==> config.mk <==
export PLATFORM = sky130hd
export DESIGN_NAME = gba_sio_normal_ctrl
export DESIGN_NICKNAME = d
export VERILOG_FILES = /design/src/rtl/gba_sio_pkg.sv /design/src/rtl/gba_sio_sync.sv /design/src/rtl/gba_sio_normal_ctrl.sv
export SDC_FILE = /design/constraint.sdc
export NUM_CORES = 1
export LEC_CHECK = 0
export CORE_MARGIN = 10
export CORE_UTILIZATION = 46
export DETAILED_ROUTE_END_ITERATION = 8
export MAX_ROUTING_LAYER = met4
export PLACE_DENSITY = 0.74
export SLEW_MARGIN = 20
export SYNTH_ARGS = -nofsm -noshare
export SYNTH_HDL_FRONTEND = slang
export SYNTH_HIERARCHICAL = 1
export SYNTH_SLANG_ARGS = --single-unit
export TNS_END_PERCENT = 100
==> constraint.sdc <==
create_clock -name clk -period 3.35 [get_ports clk]
set_input_delay 0.335 -clock clk [delete_from_list [all_inputs] [get_ports clk]]
set_output_delay 0.335 -clock clk [all_outputs]
set_load 0.005 [all_outputs]
==> src/rtl/gba_sio_pkg.sv <==
// ============================================================================
// Module   : gba_sio_pkg
// Purpose  : Shared states, constants and helpers for the GBA SIO Normal-mode
//            link sequencer.
// Revision : 1.0
// ============================================================================
`default_nettype none

package gba_sio_pkg;

    typedef enum logic [2:0] {
        IDLE   = 3'd0,
        LOW    = 3'd1,
        HIGH   = 3'd2,
        S_WAIT = 3'd3,
        DONE   = 3'd4
    } sio_state_t;

    localparam int   BITS8   = 8;
    localparam int   BITS32  = 32;
    localparam logic SO_IDLE = 1'b1;

    // 8-bit results are delivered zero-extended.
    function automatic logic [31:0] rx_fmt(input logic is_32, input logic [31:0] word);
        return is_32 ? word : {24'h0, word[7:0]};
    endfunction

endpackage

`default_nettype wire

==> src/rtl/gba_sio_sync.sv <==
// ============================================================================
// Module   : gba_sio_sync
// Purpose  : Two-flop synchroniser for an asynchronous link pin, with
//            rise/fall detection on the synchronised level.
// Revision : 1.0
// ============================================================================
`default_nettype none

module gba_sio_sync #(
    parameter logic RESET_VAL = 1'b1
) (
    input  logic clk,
    input  logic reset,
    input  logic i_async,
    output logic o_level,
    output logic o_rise,
    output logic o_fall
);

    logic r_meta;
    logic r_sync;
    logic r_prev;

    always_ff @(posedge clk) begin
        if (reset) begin
            r_meta <= RESET_VAL;
            r_sync <= RESET_VAL;
            r_prev <= RESET_VAL;
        end else begin
            r_meta <= i_async;
            r_sync <= r_meta;
            r_prev <= r_sync;
        end
    end

    assign o_level = r_sync;
    assign o_rise  = r_sync & ~r_prev;
    assign o_fall  = ~r_sync & r_prev;

endmodule

`default_nettype wire

==> src/rtl/gba_sio_normal_ctrl.sv <==
// ============================================================================
// Module   : gba_sio_normal_ctrl
// Purpose  : GBA link-port SIO Normal-mode (8/32-bit) transfer sequencer.
//            Slave (external clock) operation is built when GBA_SIO_SLAVE_EN
//            is defined.
// Revision : 1.0
// ============================================================================
`default_nettype none

module gba_sio_normal_ctrl
    import gba_sio_pkg::*;
#(
    parameter int HALF_PERIOD = 145,
    parameter int TIMEOUT     = 65535
) (
    input  logic        clk,
    input  logic        reset,
    input  logic        start_valid,
    output logic        start_ready,
    input  logic        start_is_32,
    input  logic [31:0] start_data,
    input  logic        slave_mode,
    output logic        rx_valid,
    output logic [31:0] rx_data,
    output logic        busy,
    output logic        err,
    input  logic        si_from_gba,
    input  logic        sck_from_gba,
    output logic        si_to_gba,
    output logic        si_is_to_gba,
    output logic        sd_to_gba,
    output logic        sd_is_to_gba,
    output logic        so_to_gba,
    output logic        so_is_to_gba,
    output logic        sck_to_gba,
    output logic        sck_is_to_gba
);

    localparam int              HP_W    = (HALF_PERIOD > 1) ? $clog2(HALF_PERIOD) : 1;
    localparam logic [HP_W-1:0] HP_LAST = HP_W'(HALF_PERIOD - 1);

    sio_state_t        r_state;
    logic [31:0]       r_shift;
    logic [4:0]        r_bit_cnt;
    logic [HP_W-1:0]   r_hp_cnt;
    logic              r_is_32;
    logic              r_slave;
    logic              r_rx_valid;
    logic [31:0]       r_rx_data;
    logic              r_busy;
    logic              r_err;
    logic              r_sck;
    logic              r_so;
    logic              r_sck_oe;

    logic              w_si;
    logic              w_si_rise;
    logic              w_si_fall;
    logic              w_sck_level;
    logic              w_sck_rise;
    logic              w_sck_fall;
    logic              w_slave_req;
    logic [31:0]       w_load;
    logic [31:0]       w_shift_in;
    logic              w_unused_edges;

    gba_sio_sync #(.RESET_VAL(1'b1)) u_sync_sck (
        .clk     (clk),
        .reset   (reset),
        .i_async (sck_from_gba),
        .o_level (w_sck_level),
        .o_rise  (w_sck_rise),
        .o_fall  (w_sck_fall)
    );

    gba_sio_sync #(.RESET_VAL(1'b1)) u_sync_si (
        .clk     (clk),
        .reset   (reset),
        .i_async (si_from_gba),
        .o_level (w_si),
        .o_rise  (w_si_rise),
        .o_fall  (w_si_fall)
    );

    assign w_unused_edges = ^{w_sck_level, w_si_rise, w_si_fall};

`ifdef GBA_SIO_SLAVE_EN
    localparam int              TO_W    = (TIMEOUT > 1) ? $clog2(TIMEOUT) : 1;
    localparam logic [TO_W-1:0] TO_LAST = TO_W'(TIMEOUT - 1);
    logic [TO_W-1:0] r_to_cnt;
    assign w_slave_req = slave_mode;
`else
    logic w_unused_slave;
    assign w_slave_req    = 1'b0;
    assign w_unused_slave = ^{slave_mode, w_sck_rise, w_sck_fall, (TIMEOUT > 0)};
`endif

    // 8-bit words are left-aligned so the MSB is always bit 31.
    assign w_load     = start_is_32 ? start_data : {start_data[7:0], 24'h0};
    assign w_shift_in = {r_shift[30:0], w_si};

    always_ff @(posedge clk) begin
        if (reset) begin
            r_state    <= IDLE;
            r_shift    <= '0;
            r_bit_cnt  <= '0;
            r_hp_cnt   <= '0;
            r_is_32    <= 1'b0;
            r_slave    <= 1'b0;
            r_rx_valid <= 1'b0;
            r_rx_data  <= '0;
            r_busy     <= 1'b0;
            r_err      <= 1'b0;
            r_sck      <= 1'b1;
            r_so       <= SO_IDLE;
            r_sck_oe   <= 1'b0;
`ifdef GBA_SIO_SLAVE_EN
            r_to_cnt   <= '0;
`endif
        end else begin
            r_rx_valid <= 1'b0;
            r_err      <= 1'b0;
            r_sck_oe   <= ~r_slave;
            case (r_state)
                IDLE: begin
                    if (start_valid) begin
                        r_shift   <= w_load;
                        r_bit_cnt <= start_is_32 ? 5'(BITS32 - 1) : 5'(BITS8 - 1);
                        r_is_32   <= start_is_32;
                        r_busy    <= 1'b1;
                        r_so      <= w_load[31];
                        r_hp_cnt  <= '0;
                        r_slave   <= w_slave_req;
                        r_sck_oe  <= ~w_slave_req;
                        if (w_slave_req) begin
                            r_state  <= S_WAIT;
`ifdef GBA_SIO_SLAVE_EN
                            r_to_cnt <= '0;
`endif
                        end else begin
                            r_state <= LOW;
                            r_sck   <= 1'b0;
                        end
                    end
                end
                LOW: begin
                    if (r_hp_cnt == HP_LAST) begin
                        r_hp_cnt <= '0;
                        r_sck    <= 1'b1;
                        r_state  <= HIGH;
                    end else begin
                        r_hp_cnt <= r_hp_cnt + HP_W'(1);
                    end
                end
                HIGH: begin
                    if (r_hp_cnt == HP_LAST) begin
                        r_hp_cnt <= '0;
                        r_shift  <= w_shift_in;
                        if (r_bit_cnt == 5'd0) begin
                            r_state    <= DONE;
                            r_rx_valid <= 1'b1;
                            r_rx_data  <= rx_fmt(r_is_32, w_shift_in);
                            r_so       <= SO_IDLE;
                            r_busy     <= 1'b0;
                        end else begin
                            r_bit_cnt <= r_bit_cnt - 5'd1;
                            r_sck     <= 1'b0;
                            r_so      <= w_shift_in[31];
                            r_state   <= LOW;
                        end
                    end else begin
                        r_hp_cnt <= r_hp_cnt + HP_W'(1);
                    end
                end
`ifdef GBA_SIO_SLAVE_EN
                S_WAIT: begin
                    if (w_sck_rise) begin
                        r_to_cnt <= '0;
                        r_shift  <= w_shift_in;
                        if (r_bit_cnt == 5'd0) begin
                            r_state    <= DONE;
                            r_rx_valid <= 1'b1;
                            r_rx_data  <= rx_fmt(r_is_32, w_shift_in);
                            r_so       <= SO_IDLE;
                            r_busy     <= 1'b0;
                        end else begin
                            r_bit_cnt <= r_bit_cnt - 5'd1;
                        end
                    end else if (w_sck_fall) begin
                        r_to_cnt <= '0;
                        r_so     <= r_shift[31];
                    end else if (r_to_cnt == TO_LAST) begin
                        // Partner stopped clocking: hand back whatever arrived.
                        r_state    <= DONE;
                        r_rx_valid <= 1'b1;
                        r_err      <= 1'b1;
                        r_rx_data  <= rx_fmt(r_is_32, r_shift);
                        r_so       <= SO_IDLE;
                        r_busy     <= 1'b0;
                    end else begin
                        r_to_cnt <= r_to_cnt + TO_W'(1);
                    end
                end
`endif
                DONE:    r_state <= IDLE;
                default: r_state <= IDLE;
            endcase
        end
    end

    assign start_ready   = (r_state == IDLE);
    assign rx_valid      = r_rx_valid;
    assign rx_data       = r_rx_data;
    assign busy          = r_busy;
    assign err           = r_err;
    assign si_to_gba     = 1'b0;
    assign si_is_to_gba  = 1'b0;
    assign sd_to_gba     = 1'b0;
    assign sd_is_to_gba  = 1'b0;
    assign so_to_gba     = r_so;
    assign so_is_to_gba  = 1'b1;
    assign sck_to_gba    = r_sck;
    assign sck_is_to_gba = r_sck_oe;

endmodule

`default_nettype wire

# Yosys cells after proc, flatten, opt, wreduce, memory -nomap -nowiden

Cells that the tools add are included.

Register bits: 87
Bits in latches: 0
Bits in writable memories: 0
ROM bits: 0
Bits of input ports: 39
Output and inout bits: 44
Logic and storage cells: 72
Memories: 0

$add $sub $neg: 2
Multipliers: 0
Div/mod/pow operators: 0
Magnitude comparators: 0
Equality and inequality tests: 8
Shifts and indexed selects: 0
Muxes and demuxes: 32
Bitwise operators: 2
Reductions and logical operators: 15

Operators with widths:

| operator            | count |
|---|---|
| $mux 32             | 2 |
| $mux 31             | 2 |
| $pmux 31 s2         | 1 |
| $mux 5              | 4 |
| $mux 8              | 2 |
| $pmux 8 s2          | 1 |
| $mux 3              | 4 |
| $mux 1              | 11 |
| $ne 2x2->1 const B  | 5 |
| $pmux 5 s2          | 1 |
| $pmux 3 s3          | 1 |
| $reduce_and 3->1    | 3 |
| $add 8x1->8 const B | 1 |
| $eq 8x8->1 const B  | 1 |
| $reduce_and 4->1    | 2 |
| $logic_not 5->1     | 1 |
| $reduce_and 5->1    | 1 |
| $sub 5x1->5 const B | 1 |
| $pmux 1 s2          | 2 |
| $reduce_and 2->1    | 2 |
| $reduce_bool 2->1   | 2 |
| $eq 3x1->1 const B  | 1 |
| $eq 3x2->1 const B  | 1 |
| $logic_not 3->1     | 1 |
| 5 further kinds     | 6 |

# Longest topological paths before layout

Gate-level depths: netlist of run 1.

Depth after elaboration: 4
Mapped depth: 8
Mapped depth without buffers: 6

# Hierarchy

The synthesis of run 1 kept the hierarchy.

Modules (own cells, without submodules):

| module              | times used | cells each | area an instance (um2) | sequential area each (um2) |
|---|---|---|---|---|
| gba_sio_normal_ctrl | 1          | 410        | 3734.8                 | 1701.6 |
| gba_sio_sync        | 1          | 8          | 92.6                   | 60.1 |

# Least setup slack after synthesis of run 1

Ideal clock, no wire load.

Kind: register to register
Start point: reg r_bit_cnt[0]
End point: reg r_rx_data[10], in the netlist rx_data[10]
Setup time: 0.117 ns
Data arrival time: 1.840 ns
Data required time: 3.233 ns
Setup slack: 1.394 ns
Stages on the path, launching flop included: 9
Buffers on the path: 2
Clock period less this slack: 1.956 ns
Cells stage by stage: dfxtp_1 inv_1 ha_1 nor4b_2 nand4_1 and2_1 clkbuf_1 buf_2 a22o_1

Cells in the longest elaborated chain, start to end: 2

RTL lines:

| what                              | RTL line                   | RTL |
|---|---|---|
| from (decl)                       | gba_sio_normal_ctrl.sv:44  | `logic [4:0] r_bit_cnt;` |
| from (signal assigned)            | gba_sio_normal_ctrl.sv:128 | `r_bit_cnt <= start_is_32 ? 5'(BITS32 - 1) : 5'(BITS8 - 1);` |
| from (signal assigned)            | gba_sio_normal_ctrl.sv:166 | `r_bit_cnt <= r_bit_cnt - 5'd1;` |
| $logic_not 5->1                   | gba_sio_normal_ctrl.sv:159 | `if (r_bit_cnt == 5'd0) begin` |
| $reduce_and 3->1 (no source line) | n/a                        |  |
| to (signal assigned)              | gba_sio_normal_ctrl.sv:162 | `r_rx_data <= rx_fmt(r_is_32, w_shift_in);` |
| to (decl)                         | gba_sio_normal_ctrl.sv:49  | `logic [31:0] r_rx_data;` |

Every way passes these cells.
A chain may end at the register's enable or synchronous reset.

# Worst setup path in the final report of run 1

Start point: reg r_hp_cnt[0]
End point: reg r_rx_data[10], in the netlist rx_data[10]

Cells in the longest elaborated chain, start to end: 2

RTL lines:

| what                              | RTL line                   | RTL |
|---|---|---|
| from (decl)                       | gba_sio_normal_ctrl.sv:45  | `logic [HP_W-1:0] r_hp_cnt;` |
| from (signal assigned)            | gba_sio_normal_ctrl.sv:152 | `r_hp_cnt <= r_hp_cnt + HP_W'(1);` |
| from (signal assigned)            | gba_sio_normal_ctrl.sv:172 | `r_hp_cnt <= r_hp_cnt + HP_W'(1);` |
| $eq 8x8->1                        | gba_sio_normal_ctrl.sv:156 | `if (r_hp_cnt == HP_LAST) begin` |
| $reduce_and 3->1 (no source line) | n/a                        |  |

Every way passes these cells.

==> flow_summary.yaml, run 1 <==
floorplanning:
  fp-row-count: 33
  die_h_um: 110.7
  start_util_pct: 46.56
  fp.dieArea_um2: 12260
  io_pins: 83
  core-area_um2: 8134
  die_w_um: 110.7
placed_design:
  dp_slack_ns: 0.8971
  portBuffers: 74
  hpwl_um: 6621
  gp_congestion: 0.8738
  dpl_cell_area_um2: 4568
sta:
  slew_headroom_pct: 35.83
  finalCritPeriodShare_pct: 70.78
  finClkSkew_ns: 0.008981
  fin_crit_ns: 2.371
  timing.fmax_ghz: 0.4217
  setup_violations: 0
  finalMaxSlewViolations: 0
  final.setup.worst_slack_ns: 0.9789
  rsz0062_at_grt: "no"
  final_hold_viol_count: 0
  max_slew.worst_pin.slew_ns: 0.9626
  setup_tns_ns: 0
yosys:
  avgSynthCellArea_um2: 9.148
  syn_area_um2: 3787
  yosysWarnings: 6
  synthCells: 414
critical_path:
  rr_worst_depth: 7
  crit_type: "flop to flop"
  critPathArrivalTime_ns: 2.67
  slowest_delay_ns: 0.79
  critical_path.cell_chain: "inv_1 > ha_1 > and4bb_2 > nand4_1 > buf_4 > and2_1 > a22o_1"
  startpoint_type: "flop"
  cp-end-kind: "flop"
  cpMaxStageDelayCell: "and2_1"
  required_ns: 3.65
  cp_max_fo: 24
clocking:
  cts-resized-gates: 0
  postCtsSetupRepairBufs: 0
  cts_root_buf: "clkbuf_8"
  clock-sinks: 87
  cts_buffer_depth: 2
  cts.clk_slew.worst_paths_ns: 0.09
  htreeDepth: 3
  cts_made_buffers: 9
  cts_tree: "done"
  cts_hold_buffers: 0
  clock_latency_ns: 0.36
global_route:
  grt_use_total_pct: 15.31
  grtUsageMet2_pct: 23.74
  antenna_found_initial: 0
  grt_pass1_vias: 3199
  met3_usage_pct: 4.437
  grt_max_degree: 58
  grt_overflow_total: 0
  grt_util_met1_pct: 19.22
  grt_pass1_wl_um: 15810
  grt_busiest_layer: "met2"
routing:
  drt_iter0_drc: 159
  vias: 3247
  wirelength_um: 9449
  ant_nets: 0
  viasPerCell: 5.550
  post_drt_wl_per_cell_um: 16.15
  drtPass1Iterations: 4
  drc: 0
power_and_ir_drop:
  p_leak_nw: 1.808
  pwr_density_cell_nw_per_um2: 463.7
  peakVddDrop_uv: 280.3
cells_and_area:
  layout-drive-gt1-share_pct: 8.958
  n_fill_cell: 700
  n_antenna_cell: 0
  finalInstanceArea_um2: 4817
  synthToLayoutAreaGrowth_pct: 27.19
  fin_nets: 517
hold_path:
  whs_path_depth: 2
  hold_path_class: "primary input to flop"
job:
  drv_cap: 0
status:
  status: "finished clean"
registers in the layout (all words and copies together), names as in the netlist:
| signal | flops |
|---|---|
| r_bit_cnt | 5 |
| rx_data | 32 |
| so_to_gba | 1 |
| busy | 1 |
| r_state | 3 |
| u_sync_si/o_level | 1 |
| r_is_32 | 1 |
| sck_is_to_gba | 1 |
| rx_valid | 1 |
| r_hp_cnt | 8 |
| u_sync_si/r_meta | 1 |
| sck_to_gba | 1 |
| r_shift | 31 |
layout make-up:
type | instances | area, um2 | share of cell area [%]
Sequential cell | 87 | 1742 | 36.16
Clock buffer | 9 | 123.9 | 2.571
Clock inverter | 7 | 125.1 | 2.597
Timing Repair Buffer | 85 | 822.0 | 17.06
Inverter | 8 | 30.03 | 0.6234
Tap cell | 105 | 131.4 | 2.727
Multi-Input combinational cell | 284 | 1843 | 38.26
stage by stage:
step	hold slack [ns]	std cells	power, mW	utilization, %
floorplan	0.3832	418	1.270	-
global placement	0.3857	568	1.351	56.02
detailed placement	0.3969	569	1.360	56.16
CTS	0.1614	585	2.252	59.22
global route	0.1739	585	2.325	59.22
finish	0.1662	585	2.234	59.22
critical path, delay by kind of cell (launching register included):
kind	cells	cell delay, ns
simple gates	3	1.13
flops	1	0.39
buf+inv	2	0.31
compound gates	1	0.26
fa+ha+maj	1	0.21
metal layers:
| metal | routed length, um | vias to the layer above | part of all wire [%] |
|---|---|---|---|
| li1 | - | 1613 | - |
| met1 | 4474 | 1537 | 47 |
| met2 | 4373 | 88 | 46 |
| met3 | 515 | 9 | 5.5 |
| met4 | 85 | 0 | 0.90 |
| met5 | 0 | - | 0 |
cell usage in the layout, fill, tap and decap left out, drive strengths merged, types with 8 or more instances in the layout:
master / instances
dfxtp: 87
clkdlybuf4s50: 73
nor2: 49
nand2: 48
nand3: 28
a22o: 24
a311oi: 24
a21oi: 18
mux2i: 17
buf: 12
inv: 11
clkbuf: 9
o211ai: 8
worst paths after layout:
check | start | endpoint | slack [ns]
min | reset | sck_is_to_gba$_SDFF_PP0_ | 0.17
min reg2reg | u_sync_si/r_meta$_SDFF_PP1_ | u_sync_si/o_level$_SDFF_PP1_ | 0.42
max reg2reg | r_hp_cnt[0]$_SDFFE_PP0P_ | rx_data[10]$_SDFFE_PP0P_ | 0.98
max | r_hp_cnt[0]$_SDFFE_PP0P_ | rx_data[10]$_SDFFE_PP0P_ | 0.98
power breakdown:
| group | switching [mW] | internal [mW] |
|---|---|---|
| clock | 0.392 | 0.505 |
| combinational | 0.120 | 0.111 |
| sequential | 0.0329 | 1.07 |
| total | 0.545 | 1.69 |
Power figures use the tool's default switching activity.
==> run 2: changes to the inputs <==
Settings changed: PLACE_DENSITY 0.74 to 0.76.
Clock period 3.35 ns to 2.05 ns, I/O delays scaled along.
==> flow_summary.yaml, run 2 (synthesis gave the netlist of run 1 again) <==
power_and_ir_drop:
  seq_power_share_pct: 50.9
  clkPwrFrac_pct: 37.6
  p_total_mw: 3.557
  sw_frac_of_total_pct: 25.06
  intPower_mw: 2.666
  combPwrFrac_pct: 11.6
  p_leak_nw: 1.875
  peakVddDrop_uv: 357.9
  pwr_density_cell_nw_per_um2: 720.8
  power_switching_uw: 891.2
routing:
  vias: 3277
  ant_nets: 0
  wirelength_um: 9629
  viasPerCell: 5.498
  drc: 0
  post_drt_wl_per_cell_um: 16.16
  drt_iter0_drc: 142
  drtPass1Iterations: 4
cells_and_area:
  largest_reg_flops: 32
  mostFrequentLayoutCells: "dfxtp_1, clkdlybuf4s50_1, nor2_1, nand2_1, nand3_1"
  fin_nets: 528
  n_antenna_cell: 0
  n_fill_cell: 686
  final_util_pct: 60.67
  layout-drive-gt1-share_pct: 11.20
  synthToLayoutAreaGrowth_pct: 30.29
  layout_commonest_cell: "dfxtp_1"
clocking:
  cts_made_buffers: 9
  cts_tree: "done"
  cts.clk_slew.worst_paths_ns: 0.09
  htreeDepth: 3
  clock_latency_ns: 0.35
  cts_root_buf: "clkbuf_8"
  cts_buffer_depth: 2
  clock-sinks: 87
  cts_hold_buffers: 0
global_route:
  grt_util_met1_pct: 20.34
  grt_busiest_layer: "met2"
  grt_pass1_vias: 3232
  grt_pass1_wl_um: 16150
  grtUsageMet2_pct: 24.06
  grt_overflow_total: 0
  met3_usage_pct: 3.193
  grt_use_total_pct: 15.69
  antenna_found_initial: 0
  grt_max_degree: 43
floorplanning:
  fp.dieArea_um2: 12260
  io_pins: 83
  fp-row-count: 33
  die_w_um: 110.7
  core-area_um2: 8134
  start_util_pct: 46.56
  die_h_um: 110.7
critical_path:
  startpoint_type: "flop"
  path_delay_family: "simple AND/OR/NAND/NOR gates"
  slowest_delay_ns: 0.34
  required_ns: 2.29
  cp-end-kind: "flop"
  crit_type: "flop to flop"
  critPathBufInv: 3
  cp_max_fo: 24
  cpMaxStageDelayCell: "dfxtp_1"
  critical_path.cell_chain: "inv_1 > ha_1 > nor4b_4 > buf_4 > nand4_1 > and2_1 > buf_6 > a22o_1"
  critPathArrivalTime_ns: 2.16
sta:
  timing.fmax_ghz: 0.5205
  final.setup.worst_slack_ns: 0.1288
  rsz0062_at_grt: "yes"
  fin_crit_ns: 1.921
  finalCritPeriodShare_pct: 93.72
  setup_violations: 0
  max_slew.worst_pin.slew_ns: 0.7417
  finClkSkew_ns: 0.01204
  slew_headroom_pct: 50.32
  final_hold_viol_count: 0
  finalMaxSlewViolations: 0
placed_design:
  gp_congestion: 0.8614
  dp_slack_ns: 0.006713
  portBuffers: 74
  hpwl_um: 6958
hold_path:
  hold_path_class: "primary input to flop"
status:
  status: "finished clean"
job:
  drv_cap: 0
[run 2: path summary, 6_finish.rpt]
| path | from | depth (start not counted) | endpoint | slack, ns |
|---|---|---|---|---|
| min reg2reg | u_sync_si/r_meta$_SDFF_PP1_ | 1 | u_sync_si/o_level$_SDFF_PP1_ | 0.41 |
| max | r_bit_cnt[1]$_SDFFE_PP0P_ | 8 | rx_data[27]$_SDFFE_PP0P_ | 0.13 |
| min | reset | 2 | r_hp_cnt[1]$_SDFFE_PP0P_ | 0.20 |
| max reg2reg | r_bit_cnt[1]$_SDFFE_PP0P_ | 8 | rx_data[27]$_SDFFE_PP0P_ | 0.13 |
[run 2: final cells by class]
type | count | area [um2] | share of cell area (%)
flip-flops and latches | 87 | 1743 | 35.32
repair buffers | 96 | 954.7 | 19.35
clock inverters | 7 | 100.1 | 2.028
multi-input cells | 284 | 1852 | 37.53
inverters | 8 | 30.03 | 0.6085
well taps | 105 | 131.4 | 2.662
clock buffers | 9 | 123.9 | 2.510
[run 2: repair_timing]
| action | 4_1_cts | 5_1_grt |
|---|---|---|
| endpoints found under the setup margin | 1 | 40 |
| pin swaps | 0 | 2 |
| setup buffers | 0 | 1 |
| gates resized for setup | 1 | 2 |
| gates cloned | 0 | 0 |
[run 2: power groups by stage]
stage               registers, mW  clock network [mW]  logic (mW)
floorplan                    1.83                   0       0.243
global placement             1.84                   0       0.394
detailed placement           1.85                   0       0.404
CTS                          1.81                1.36       0.409
global route                 1.82                1.44       0.456
finish                       1.81                1.34       0.411
[run 2: per-layer routing]
| layer | routed length, um | share of wire (%) | up-vias |
|---|---|---|---|
| li1 | - | - | 1638 |
| met4 | 129 | 1.3 | 0 |
| met2 | 4449 | 46 | 89 |
| met5 | 0 | 0 | - |
| met1 | 4609 | 48 | 1536 |
| met3 | 441 | 4.6 | 14 |
[run 2: per-stage QoR]
step | instances | setup TNS (ns) | instance area [um2] | hold slack (ns)
after floorplan | 418 | 0 | 3802 | 0.2880
after global placement | 579 | 0 | 4690 | 0.3867
after detailed placement | 579 | 0 | 4690 | 0.3892
after CTS | 595 | 0 | 4922 | 0.1855
after global routing | 596 | -0.004641 | 4935 | 0.2279
final | 596 | 0 | 4935 | 0.1979
